**config.mk**
```make
export PLATFORM = sky130hd
export DESIGN_NAME = ps2_key_rx
export DESIGN_NICKNAME = d
export VERILOG_FILES = /design/src/rtl/ps2_key_rx.sv
export SDC_FILE = /design/constraint.sdc
export NUM_CORES = 1
export LEC_CHECK = 0
export CAP_MARGIN = 20
export CORE_ASPECT_RATIO = 0.8
export CORE_MARGIN = 2
export CORE_UTILIZATION = 30
export CTS_CLUSTER_DIAMETER = 80
export CTS_CLUSTER_SIZE = 40
export DETAILED_ROUTE_END_ITERATION = 10
export MAX_ROUTING_LAYER = met4
export PLACE_DENSITY_LB_ADDON = 0.15
export SKIP_CTS_REPAIR_TIMING = 1
export SYNTH_ARGS = -nofsm -noshare
export SYNTH_HDL_FRONTEND = slang
export SYNTH_SLANG_ARGS = --single-unit
```
**constraint.sdc**
```tcl
create_clock -name clk -period 3.6 [get_ports clk]
set_input_delay 0.9 -clock clk [delete_from_list [all_inputs] [get_ports clk]]
set_output_delay 0.9 -clock clk [all_outputs]
set_load 0.02 [all_outputs]
```
**src/rtl/ps2_key_rx.sv**
```systemverilog
// rtl/ps2_key_rx.sv - PS/2 keyboard receiver and key-event decoder
// Filters the device clock, deframes 11-bit frames and folds prefix bytes into key events.
module ps2_key_rx #(
   parameter int CLK_FILTER = 8,
   parameter int TIMEOUT    = 24000
) (
   input  logic        clk,
   input  logic        reset,
   input  logic        ps2_clk,
   input  logic        ps2_data,
   output logic [10:0] ps2_key,
   output logic        byte_valid,
   output logic [7:0]  byte_data,
   output logic        frame_err,
   output logic [7:0]  err_count
);
   localparam int FW = $clog2(CLK_FILTER + 1);
   localparam int TW = $clog2(TIMEOUT + 1);

   typedef enum logic [1:0] {IDLE, DATA, PARITY, STOP} state_t;

   logic [1:0]    clk_sync_q, data_sync_q;
   logic          fclk_q, fclk_d;
   logic [FW-1:0] filt_q, filt_d;
   logic          fall, din;

   state_t        state_q, state_d;
   logic [2:0]    bit_q, bit_d;
   logic [7:0]    shift_q, shift_d;
   logic          par_ok_q, par_ok_d;
   logic [TW-1:0] to_q, to_d;
   logic          good, err;

   logic          byte_valid_q, frame_err_q;
   logic [7:0]    byte_data_q, err_count_q;
   logic [10:0]   key_q;
   logic          ext_q, rel_q;
   logic [2:0]    skip_q;

   assign din        = data_sync_q[1];
   assign ps2_key    = key_q;
   assign byte_valid = byte_valid_q;
   assign byte_data  = byte_data_q;
   assign frame_err  = frame_err_q;
   assign err_count  = err_count_q;

   // fclk only follows the line after it has held a new level for CLK_FILTER cycles
   always_comb begin
      fclk_d = fclk_q;
      filt_d = '0;
      if (clk_sync_q[1] != fclk_q) begin
         if (filt_q == FW'(CLK_FILTER - 1)) fclk_d = clk_sync_q[1];
         else                               filt_d = filt_q + 1'b1;
      end
      fall = fclk_q & ~fclk_d;
   end

   always_comb begin
      state_d  = state_q;
      bit_d    = bit_q;
      shift_d  = shift_q;
      par_ok_d = par_ok_q;
      to_d     = to_q;
      good     = 1'b0;
      err      = 1'b0;
      if (state_q == IDLE) begin
         to_d = '0;
         if (fall && !din) begin
            state_d = DATA;
            bit_d   = 3'd0;
         end
      end else if (fall) begin
         to_d = '0;
         case (state_q)
            DATA: begin
               shift_d = {din, shift_q[7:1]};
               bit_d   = bit_q + 3'd1;
               if (bit_q == 3'd7) state_d = PARITY;
            end
            PARITY: begin
               par_ok_d = ^{shift_q, din};
               state_d  = STOP;
            end
            default: begin
               if (din && par_ok_q) good = 1'b1;
               else                 err  = 1'b1;
               state_d = IDLE;
            end
         endcase
      end else if (to_q == TW'(TIMEOUT - 1)) begin
         err     = 1'b1;
         state_d = IDLE;
         to_d    = '0;
      end else begin
         to_d = to_q + 1'b1;
      end
   end

   always_ff @(posedge clk or posedge reset) begin
      if (reset) begin
         clk_sync_q   <= 2'b11;
         data_sync_q  <= 2'b11;
         fclk_q       <= 1'b1;
         filt_q       <= '0;
         state_q      <= IDLE;
         bit_q        <= 3'd0;
         shift_q      <= 8'd0;
         par_ok_q     <= 1'b0;
         to_q         <= '0;
         byte_valid_q <= 1'b0;
         byte_data_q  <= 8'd0;
         frame_err_q  <= 1'b0;
         err_count_q  <= 8'd0;
      end else begin
         clk_sync_q   <= {clk_sync_q[0], ps2_clk};
         data_sync_q  <= {data_sync_q[0], ps2_data};
         fclk_q       <= fclk_d;
         filt_q       <= filt_d;
         state_q      <= state_d;
         bit_q        <= bit_d;
         shift_q      <= shift_d;
         par_ok_q     <= par_ok_d;
         to_q         <= to_d;
         byte_valid_q <= good;
         frame_err_q  <= err;
         if (good) byte_data_q <= shift_q;
         if (err && err_count_q != 8'hFF) err_count_q <= err_count_q + 8'd1;
      end
   end

   // Event stage runs one cycle behind the byte stage
   always_ff @(posedge clk or posedge reset) begin
      if (reset) begin
         key_q  <= 11'd0;
         ext_q  <= 1'b0;
         rel_q  <= 1'b0;
         skip_q <= 3'd0;
      end else if (frame_err_q) begin
         ext_q <= 1'b0;
         rel_q <= 1'b0;
      end else if (byte_valid_q) begin
         if (skip_q != 3'd0) begin
            skip_q <= skip_q - 3'd1;
         end else begin
            case (byte_data_q)
               8'hE1: skip_q <= 3'd7;
               8'hE0: ext_q  <= 1'b1;
               8'hF0: rel_q  <= 1'b1;
               8'hFA, 8'hAA, 8'hEE, 8'hFE, 8'h00, 8'hFF: begin
               end
               default: begin
                  key_q <= {~key_q[10], ~rel_q, ext_q, byte_data_q};
                  ext_q <= 1'b0;
                  rel_q <= 1'b0;
               end
            endcase
         end
      end
   end
endmodule

```
==> flow_metrics.env, run 1 <==
export IMPL_outcome="complete, no violations"
export IMPL_power_density_cell_area_mw_per_mm2=483
export IMPL_rsz0062_at_grt="no"
export IMPL_holdCritPathClass="reg -> reg"
export IMPL_postSynthRegisterBits=72
export IMPL_critPathKind="reg -> out"
export IMPL_grt_start_max_net_pins=28
export IMPL_synth_top_area_cell="sky130_fd_sc_hd__dfrtp_1"
export IMPL_first_pass_grt_wire_length_um=11100
export IMPL_worst_path_max_delay_cell="sky130_fd_sc_hd__clkdlybuf4s50_1"
export IMPL_grt_usage_pct=12.1
export IMPL_worst_setup_path_end_kind="output pin"
export IMPL_synthesized_netlist_net_count=302
export IMPL_worstPathArrival_ns=1.50
export IMPL_report_final_setup_viol=0
export IMPL_hp_start="clk_sync_q[0]"
export IMPL_cp_slowest_stage_delay_ns=0.67
export IMPL_post_synth_num_cell_types=40
export IMPL_grt_antenna_before_repair=0
export IMPL_worst_r2r_setup_slack_ns=1.27
export IMPL_dp_worst_setup_slack_ns=1.27
export IMPL_max_cap_violations=0
export IMPL_max_slew_margin_rel_pct=54.8
export IMPL_critical_path_depth=1
export IMPL_core_area_mm2=0.0109
export IMPL_hpwl_um=4370
export IMPL_timing_critical_path_from_type="flip-flop"
export IMPL_initial_core_utilization_pct=30.9
export IMPL_wl_per_cell_um=13.2
export IMPL_detail_route_vias_per_cell=4.55
export IMPL_post_route_min_period_ns=2.40
export IMPL_postLayoutCoreUtil_pct=38.1
export IMPL_min_to="clk_sync_q[1]"
export IMPL_globalRouteOverflowTotal=0
export IMPL_worstReg2RegStart="byte_data[4]"
export IMPL_timing_fmax_mhz=416
export IMPL_via_count_of_the_first_global_routing_pass=2242
export IMPL_num_io_pins=33
export IMPL_antenna_cells_inserted=0
export IMPL_worst_r2r_path_depth=5
export IMPL_syn_area_per_cell_um2=11.7
export IMPL_crit_chain="clkdlybuf4s50_1"
export IMPL_drc=0
export IMPL_static_leakage_power_uw=0.00188
export IMPL_tritoncts_num_buffers=9
export IMPL_total_power_uw=2000
export IMPL_fp_dieW_um=122
export IMPL_gpl_final_weighted_congestion=0.802
export IMPL_placement_io_buffers=32
export IMPL_cp_max_fo=8
export IMPL_drt_first_pass_iters=4
export IMPL_num_rows=34
export IMPL_fraction_of_layout_instances_using_a_drive_strength_above_1_pct=18.3
export IMPL_layout_common_cells="67 x sky130_fd_sc_hd__dfrtp_1, 32 x sky130_fd_sc_hd__clkdlybuf4s50_1, 28 x sky130_fd_sc_hd__mux2_2"
export IMPL_cts_sinks=72
export IMPL_synthesis_area_mm2=0.00336
export IMPL_design_final_nets=342
export IMPL_ys_seq_area_share_pct=53.7
export IMPL_ys_top_cells_by_area="sky130_fd_sc_hd__dfrtp_1 50%, sky130_fd_sc_hd__mux2_2 9.4%, sky130_fd_sc_hd__xor2_1 4.2%, sky130_fd_sc_hd__dfstp_2 3.9%, sky130_fd_sc_hd__ha_1 3.7%"
export IMPL_timing_final_hold_violations=0
export IMPL_worst_path_buf_inv=1
export IMPL_cp_top_family="buffers and inverters"
export IMPL_clkTransAtPathRegs_ns=0.06
export IMPL_hold_ws_ns=0.355
export IMPL_postRouteWirelength_um=6300
export IMPL_mostFrequentLayoutCell="sky130_fd_sc_hd__dfrtp_1"
export IMPL_maximum_level_of_the_cts_h_tree=3
export IMPL_layout_stage_area_growth_over_the_synthesis_result_pct=23.2
export IMPL_slew_violations=0
export IMPL_worst_pin_slew_ns=0.672
export IMPL_netlist_instances=288
export IMPL_clk_path_buf_depth=2
export IMPL_period_share_pct=66.7
export IMPL_final_setup_worst_slack_ns=1.20
export IMPL_dieArea_mm2=0.0121
export IMPL_worstSkewPairLatency_ns=0.33
export IMPL_ctsRootBufferMaster="sky130_fd_sc_hd__clkbuf_16"
export IMPL_vdd_ir_drop_worst_mv=0.253
export IMPL_hold_path_cell_count=0
export IMPL_synth_yosys_warnings=0
export IMPL_synth_largest_type_area_fraction_pct=49.8
export IMPL_clock_skew_ns=0.00494
export IMPL_drtAntennaViolNets=0
export IMPL_vias=2172
export IMPL_die_height_um=98.7
export IMPL_required_ns=2.70
export IMPL_tritoncts="done"
export IMPL_drt_iter0_markers=109
export IMPL_setup_tns_final_ns=0
export IMPL_reg2reg_end="ps2_key[6]"
[sequential cells by signal (all words and copies together), names as in the netlist]
signal and count:
ext_q 1, ps2_key 11, to_q 15, rel_q 1
byte_valid 1, data_sync_q 2, skip_q 3, byte_data 8
clk_sync_q 2, err_count 8, par_ok_q 1, state_q 2
filt_q 4, shift_q 8, bit_q 3, fclk_q 1
frame_err 1
[cell type report]
class	count	area, um^2
fillers	1084	6750
clock inverters	6	58.8
repair buffers	34	335
inverters	11	41.3
clock buffers	10	239
well taps	144	180
multi-input cells	200	1480
flip-flops and latches	72	1810
[metal layers]
metal  part of all wire, %  GRT usage, %
met2                    42          16.4
met5                     0             -
met3                   4.0          4.17
met4                   1.1          4.16
met1                    53          16.7
[metrics by stage]
step | std cells | area [um^2]
6_report | 477 | 4150
5_1_grt | 477 | 4150
4_1_cts | 477 | 4150
3_5_place_dp | 461 | 3850
3_3_place_gp | 461 | 3850
2_1_floorplan | 288 | 3360
[worst max-delay path by stage]
stage	slack (ns)	end	start
after CTS	1.18	byte_data[0]	byte_data[0]
after floorplan	0.88	bit_q[0]	reset
final	1.20	byte_data[0]	byte_data[0]
after detailed placement	1.27	ps2_key[0]	byte_data[4]
after global routing	1.08	ps2_key[6]	byte_data[4]
after global placement	1.36	ps2_key[4]	byte_data[4]
[cells by family (layout without fill, tap and decap cells)]
kind of cell             count (synthesis)  count (layout)  synth area share, %
buffers and inverters                   16              61                 2.19
AO/OA/AOI/OAI                           28              28                 5.58
adder cells (fa/ha/maj)                 10              10                 3.72
multiplexers                            32              32                 10.6
flip-flops                              72              72                 53.7
XOR/XNOR                                30              30                 7.81
AND/OR/NAND/NOR                        100             100                 16.4
[where the power goes]
group | internal, uW | total, uW | leakage [uW] | switching [uW]
sequential | 859 | 893 | 0.000982 | 33.7
combinational | 79.2 | 226 | 0.000743 | 147
clock | 551 | 884 | 0.000152 | 333
[synthesized netlist by cell type]
master                     instances
sky130_fd_sc_hd__a211oi_1          2
sky130_fd_sc_hd__a21oi_1           8
sky130_fd_sc_hd__a31oi_1           3
sky130_fd_sc_hd__a32oi_4           1
sky130_fd_sc_hd__a41oi_1           2
sky130_fd_sc_hd__and2_1            1
sky130_fd_sc_hd__and2_2            2
sky130_fd_sc_hd__and2b_2           1
sky130_fd_sc_hd__and3_1            6
sky130_fd_sc_hd__and3b_2           1
sky130_fd_sc_hd__and4_1            2
sky130_fd_sc_hd__buf_2             3
sky130_fd_sc_hd__clkbuf_1          1
sky130_fd_sc_hd__clkbuf_8          1
sky130_fd_sc_hd__dfrtp_1          67
sky130_fd_sc_hd__dfstp_2           5
sky130_fd_sc_hd__ha_1             10
sky130_fd_sc_hd__inv_1            11
sky130_fd_sc_hd__mux2_1            1
sky130_fd_sc_hd__mux2_2           28
sky130_fd_sc_hd__mux2i_1           3
sky130_fd_sc_hd__nand2_1          21
sky130_fd_sc_hd__nand2b_1          3
sky130_fd_sc_hd__nand3_1          13
sky130_fd_sc_hd__nand3b_1          1
sky130_fd_sc_hd__nand4_1           2
sky130_fd_sc_hd__nor2_1           24
sky130_fd_sc_hd__nor2b_1           4
sky130_fd_sc_hd__nor3_1            7
sky130_fd_sc_hd__nor3b_1           1
sky130_fd_sc_hd__nor4_1            7
sky130_fd_sc_hd__nor4_4            2
sky130_fd_sc_hd__nor4b_2           1
sky130_fd_sc_hd__o21a_1            1
sky130_fd_sc_hd__o21ai_0           9
sky130_fd_sc_hd__o31a_1            1
sky130_fd_sc_hd__o31ai_1           1
sky130_fd_sc_hd__or4b_4            1
sky130_fd_sc_hd__xnor2_1          14
sky130_fd_sc_hd__xor2_1           16
[worst reg2reg max path: stages, from the launching register on]
cell and delay, ns:
sky130_fd_sc_hd__dfrtp_1 0.46, sky130_fd_sc_hd__and4_1 0.24, sky130_fd_sc_hd__o21a_1 0.16, sky130_fd_sc_hd__o21ai_0 0.36, sky130_fd_sc_hd__and4_1 0.60, sky130_fd_sc_hd__mux2_2 0.39
No activity file was read; power rests on OpenSTA's default activity.
==> run 2: changes to the inputs <==
==> constraint.sdc (replaced) <==
create_clock -name clk -period 2.1 [get_ports clk]
set_input_delay 0.525 -clock clk [delete_from_list [all_inputs] [get_ports clk]]
set_output_delay 0.525 -clock clk [all_outputs]
set_load 0.02 [all_outputs]
==> flow_metrics.env, run 2 (synthesis results as in run 1) <==
export IMPL_static_leakage_power_uw=0.00200
export IMPL_critPathKind="reg -> out"
export IMPL_placement_io_buffers=32
export IMPL_die_height_um=98.7
export IMPL_fraction_of_layout_instances_using_a_drive_strength_above_1_pct=25.3
export IMPL_max_slew_margin_rel_pct=68.9
export IMPL_postLayoutCoreUtil_pct=40.4
export IMPL_layout_common_cells="66 x sky130_fd_sc_hd__dfrtp_1, 32 x sky130_fd_sc_hd__clkdlybuf4s50_1, 28 x sky130_fd_sc_hd__mux2_2"
export IMPL_cts_sinks=72
export IMPL_antenna_cells_inserted=0
export IMPL_via_count_of_the_first_global_routing_pass=2222
export IMPL_cp_max_fo=7
export IMPL_required_ns=1.57
export IMPL_ctsRootBufferMaster="sky130_fd_sc_hd__clkbuf_16"
export IMPL_detail_route_vias_per_cell=4.63
export IMPL_cp_top_family="buffers and inverters"
export IMPL_tritoncts="done"
export IMPL_timing_fmax_mhz=499
export IMPL_vias=2313
export IMPL_num_rows=34
export IMPL_total_power_uw=3610
export IMPL_worst_path_buf_inv=2
export IMPL_worst_r2r_setup_slack_ns=0.14
export IMPL_tritoncts_num_buffers=9
export IMPL_worstSetupEndpoint="byte_data[2]"
export IMPL_wl_per_cell_um=12.8
export IMPL_postRouteWirelength_um=6400
export IMPL_clock_skew_ns=0.00391
export IMPL_layout_stage_area_growth_over_the_synthesis_result_pct=30.7
export IMPL_report_final_setup_viol=0
export IMPL_clk_path_buf_depth=2
export IMPL_critical_path_depth=2
export IMPL_dieArea_mm2=0.0121
export IMPL_drt_first_pass_iters=4
export IMPL_drtAntennaViolNets=0
export IMPL_initial_core_utilization_pct=30.9
export IMPL_holdCritPathClass="reg -> reg"
export IMPL_mostFrequentLayoutCell="sky130_fd_sc_hd__dfrtp_1"
export IMPL_fp_dieW_um=122
export IMPL_first_pass_grt_wire_length_um=10900
export IMPL_fill_cells=1070
export IMPL_timing_critical_path_from_type="flip-flop"
export IMPL_worst_pin_slew_ns=0.465
export IMPL_drc=0
export IMPL_worstSkewPairLatency_ns=0.33
export IMPL_drt_iter0_markers=84
export IMPL_worst_r2r_path_depth=5
export IMPL_worst_path_max_delay_cell="sky130_fd_sc_hd__clkdlybuf4s50_1"
export IMPL_crit_chain="buf_4, clkdlybuf4s50_1"
export IMPL_vdd_ir_drop_worst_mv=0.428
export IMPL_timing_final_hold_violations=0
export IMPL_design_final_nets=365
export IMPL_outcome="complete, no violations"
export IMPL_gpl_final_weighted_congestion=0.774
export IMPL_period_share_pct=95.4
export IMPL_power_density_cell_area_mw_per_mm2=820
export IMPL_hpwl_um=4440
export IMPL_grt_antenna_before_repair=0
export IMPL_grt_start_max_net_pins=41
export IMPL_clkTransAtPathRegs_ns=0.06
export IMPL_core_area_mm2=0.0109
export IMPL_grt_usage_pct=12.0
export IMPL_worst_setup_path_end_kind="output pin"
export IMPL_largest_register="to_q"
export IMPL_slew_violations=0
export IMPL_cp_slowest_stage_delay_ns=0.59
export IMPL_post_route_min_period_ns=2.00
export IMPL_max_cap_violations=0
export IMPL_reg2reg_end="err_count[6]"
export IMPL_globalRouteOverflowTotal=0
export IMPL_worstPathArrival_ns=1.48
export IMPL_maximum_level_of_the_cts_h_tree=3
export IMPL_crit_path_start="byte_data[2]"
export IMPL_num_io_pins=33
export IMPL_largest_register_ffs=15
export IMPL_hold_ws_ns=0.354
export IMPL_worstReg2RegStart="to_q[6]"
-- run 2: metal layers --
metal	up-vias	GRT usage, %	part of all wire (%)
li1	1137	-	-
met3	4	4.51	3.3
met4	0	3.98	0.58
met1	1131	16.1	51
met2	41	16.8	45
met5	-	-	0
-- run 2: area by class of cell --
type	instances	area, um^2	area share, %
multi-input cells	200	1510	34.3
inverters	11	45.0	1.02
repair buffers	57	533	12.1
clock inverters	7	95.1	2.16
flip-flops and latches	72	1810	41.1
clock buffers	9	225	5.12
well taps	144	180	4.10
-- run 2: how the worst min path moves through the flow --
stage | slack [ns] | startpoint | to | depth (start not counted)
3_5_place_dp | 0.35 | clk_sync_q[0] | clk_sync_q[1] | 0
5_1_grt | 0.35 | data_sync_q[0] | data_sync_q[1] | 0
4_1_cts | 0.36 | data_sync_q[0] | data_sync_q[1] | 0
2_1_floorplan | 0.35 | clk_sync_q[0] | clk_sync_q[1] | 0
6_report | 0.35 | clk_sync_q[0] | clk_sync_q[1] | 0
3_3_place_gp | 0.35 | clk_sync_q[0] | clk_sync_q[1] | 0
-- run 2: report_power, final --
| part | switching, uW | leakage, uW | total [uW] | internal [uW] |
|---|---|---|---|---|
| clock | 587 | 0.000156 | 1630 | 1040 |
| sequential | 68.4 | 0.000980 | 1540 | 1470 |
| combinational | 259 | 0.000864 | 438 | 179 |
| total | 914 | 0.00200 | 3610 | 2690 |
-- run 2: metrics by stage --
| step | setup TNS (ns) | setup slack, ns | area [um^2] | cells |
|---|---|---|---|---|
| global placement | -0.0159 | -0.0159 | 4030 | 481 |
| global route | -0.0308 | -0.0160 | 4400 | 500 |
| floorplan | 0 | 0.0263 | 3370 | 288 |
| finish | 0 | 0.0970 | 4400 | 500 |
| detailed placement | -0.0372 | -0.0372 | 4030 | 481 |
| CTS | -0.0425 | -0.0425 | 4350 | 497 |
==> run 3: changes to the inputs <==
--- a/config.mk
+++ b/config.mk
@@ -5,6 +5,7 @@
 export SDC_FILE = /design/constraint.sdc
 export NUM_CORES = 1
 export LEC_CHECK = 0
+export ABC_AREA = 1
 export CAP_MARGIN = 20
 export CORE_ASPECT_RATIO = 0.8
 export CORE_MARGIN = 2
==> flow_metrics.env, run 3 <==
export IMPL_synth_most_common_cell="sky130_fd_sc_hd__nand2_1"
export IMPL_maximum_level_of_the_cts_h_tree=3
export IMPL_final_cell_area_excluding_filler_cells_mm2=0.00464
export IMPL_synth_largest_type_area_fraction_pct=44.3
export IMPL_switching_share_pct=27.0
export IMPL_ys_seq_area_share_pct=47.8
export IMPL_comb_power_share_pct=12.3
export IMPL_cp_top_family="buffers and inverters"
export IMPL_power_density_cell_area_mw_per_mm2=740
export IMPL_wl_per_cell_um=11.3
export IMPL_die_height_um=104
export IMPL_core_area_mm2=0.0123
export IMPL_worst_r2r_setup_slack_ns=0.32
export IMPL_dr_wl_met3_um=241
export IMPL_via_count_of_the_first_global_routing_pass=2682
export IMPL_cp_slowest_stage_delay_ns=0.64
export IMPL_ys_top_cells_by_area="sky130_fd_sc_hd__dfrtp_1 44%, sky130_fd_sc_hd__nand2_1 13%, sky130_fd_sc_hd__inv_1 5.7%, sky130_fd_sc_hd__nor2_1 4.3%, sky130_fd_sc_hd__o21ai_2 4.2%"
export IMPL_worst_path_buf_inv=1
export IMPL_synth_ff_type="sky130_fd_sc_hd__dfrtp_1"
export IMPL_min_to="data_sync_q[1]"
export IMPL_drtAntennaViolNets=0
export IMPL_fraction_of_layout_instances_using_a_drive_strength_above_1_pct=15.6
export IMPL_synth_top_area_cell="sky130_fd_sc_hd__dfrtp_1"
export IMPL_initial_core_utilization_pct=30.9
export IMPL_total_power_uw=3430
export IMPL_tritoncts="done"
export IMPL_design_final_nets=517
export IMPL_slew_violations=0
export IMPL_required_ns=1.57
export IMPL_dieArea_mm2=0.0135
export IMPL_post_synth_num_cell_types=32
export IMPL_post_route_min_period_ns=1.95
export IMPL_clkTransAtPathRegs_ns=0.06
export IMPL_timing_fmax_mhz=513
export IMPL_hp_start="data_sync_q[0]"
export IMPL_cts_sinks=72
export IMPL_post_dp_cell_area_mm2=0.00434
export IMPL_hold_path_cell_count=0
export IMPL_cp_max_fo=5
export IMPL_synthesized_netlist_net_count=473
export IMPL_timing_critical_path_from_type="flip-flop"
export IMPL_postLayoutCoreUtil_pct=37.8
export IMPL_static_leakage_power_uw=0.00215
export IMPL_reg2reg_end="to_q[3]"
export IMPL_seq_power_share_pct=43.7
export IMPL_placement_io_buffers=32
export IMPL_layout_common_cells="128 x sky130_fd_sc_hd__nand2_1, 67 x sky130_fd_sc_hd__dfrtp_1, 56 x sky130_fd_sc_hd__inv_1"
export IMPL_clock_skew_ns=0.0116
export IMPL_drc=0
export IMPL_antenna_cells_inserted=0
export IMPL_critPathKind="reg -> out"
export IMPL_worst_setup_path_end_kind="output pin"
export IMPL_final_setup_worst_slack_ns=0.151
export IMPL_drt_iter0_markers=203
export IMPL_async_reset_ff_share_pct=100
export IMPL_worstReg2RegStart="filt_q[0]"
export IMPL_max_cap_violations=0
export IMPL_vdd_ir_drop_worst_mv=0.334
export IMPL_p_sw_uw=928
export IMPL_setup_tns_final_ns=0
export IMPL_holdCritPathClass="reg -> reg"
export IMPL_globalRouteOverflowTotal=0
export IMPL_postRouteWirelength_um=7640
export IMPL_gpl_final_weighted_congestion=0.802
export IMPL_synthTopCellsByCount="128 x sky130_fd_sc_hd__nand2_1, 67 x sky130_fd_sc_hd__dfrtp_1, 57 x sky130_fd_sc_hd__inv_1"
export IMPL_first_pass_grt_wire_length_um=13000
export IMPL_layout_stage_area_growth_over_the_synthesis_result_pct=22.5
export IMPL_grt_start_max_net_pins=23
export IMPL_synth_yosys_warnings=0
export IMPL_dp_worst_setup_slack_ns=0.326
export IMPL_worst_path_max_delay_cell="sky130_fd_sc_hd__clkdlybuf4s50_1"
export IMPL_outcome="complete, no violations"
export IMPL_postSynthRegisterBits=72
export IMPL_fill_cells=1303
export IMPL_max_slew_margin_rel_pct=67.2
export IMPL_synthesis_area_mm2=0.00379
export IMPL_largest_register="to_q"
export IMPL_clockPowerShare_pct=44.0
export IMPL_detail_route_vias_per_cell=4.29
export IMPL_report_final_setup_viol=0
export IMPL_grt_antenna_before_repair=0
export IMPL_mostFrequentLayoutCell="sky130_fd_sc_hd__nand2_1"
export IMPL_num_io_pins=33
export IMPL_timing_final_hold_violations=0
export IMPL_post_synth_edffs=0
export IMPL_worstPathArrival_ns=1.42
export IMPL_clk_path_buf_depth=2
export IMPL_period_share_pct=92.8
export IMPL_largest_register_ffs=15
export IMPL_netlist_instances=459
export IMPL_worst_r2r_path_depth=10
export IMPL_worst_pin_slew_ns=0.490
export IMPL_ctsRootBufferMaster="sky130_fd_sc_hd__clkbuf_16"
export IMPL_worstSkewPairLatency_ns=0.33
export IMPL_drt_first_pass_iters=4
export IMPL_met1_length_um=4210
export IMPL_syn_area_per_cell_um2=8.25
export IMPL_topRoutingLayerUsed="met4"
export IMPL_vias=2910
export IMPL_hpwl_um=5690
export IMPL_fp_dieW_um=130
export IMPL_tritoncts_num_buffers=9
export IMPL_crit_chain="clkdlybuf4s50_1"
export IMPL_cell_internal_pwr_uw=2500
export IMPL_rsz0062_at_grt="no"
export IMPL_grt_usage_pct=12.4
export IMPL_num_rows=36
export IMPL_route_met2_wl_um=3150
[run 3: cell types whose count changed in the layout (fill, tap and decap cells not counted), sizes merged, moves of 11 or more]
cell | previous run | this run
xnor2 | 14 | 3
nand2 | 21 | 139
inv | 11 | 65
o21ai | 9 | 41
mux2 | 29 | 0
nor2 | 24 | 51
buf | 25 | 6
nand3 | 13 | 32
[run 3: metrics by stage]
step | hold WS (ns) | std cells
after floorplan | 0.345 | 459
after global placement | 0.345 | 663
after detailed placement | 0.347 | 663
after CTS | 0.356 | 679
after global routing | 0.357 | 679
final | 0.355 | 679
[run 3: cell type report]
cell class	count	area (um^2)	area share [%]
Sequential cell	72	1810	39.0
Multi-Input combinational cell	317	1680	36.3
Timing Repair Buffer	38	390	8.42
Inverter	65	248	5.34
Clock buffer	9	225	4.86
Tap cell	171	214	4.61
Clock inverter	7	70.1	1.51
[run 3: how the worst max path moves through the flow]
stage | end | startpoint | slack, ns | depth (start not counted)
floorplan | err_count[7] | err_count[0] | 0.60 | 7
global placement | to_q[3] | filt_q[0] | 0.41 | 10
detailed placement | to_q[3] | filt_q[0] | 0.33 | 10
CTS | byte_data[7] | byte_data[7] | 0.13 | 1
global route | byte_data[7] | byte_data[7] | 0.08 | 1
finish | byte_data[7] | byte_data[7] | 0.15 | 1
[run 3: power groups by stage]
stage          clock network (uW)  registers, uW  logic [uW]
4_1_cts                      1570           1500         426
3_5_place_dp                    0           1520         425
3_3_place_gp                    0           1520         426
2_1_floorplan                   0           1520         326
6_report                     1510           1500         421
5_1_grt                      1630           1510         489
[run 3: metal layers]
layer	GRT usage (%)	up-vias
li1	-	1539
met1	18.5	1328
met2	15.9	41
met3	3.40	2
met4	4.38	0
met5	-	-
[run 3: logic make-up after synthesis]
family / share of synthesized area (%)
and+or+nand+nor: 30.0
DFF: 47.8
buffers and inverters: 7.83
AOI/OAI and AO/OA: 9.05
adders and majority gates: 3.30
xor gates and xnor gates: 2.08
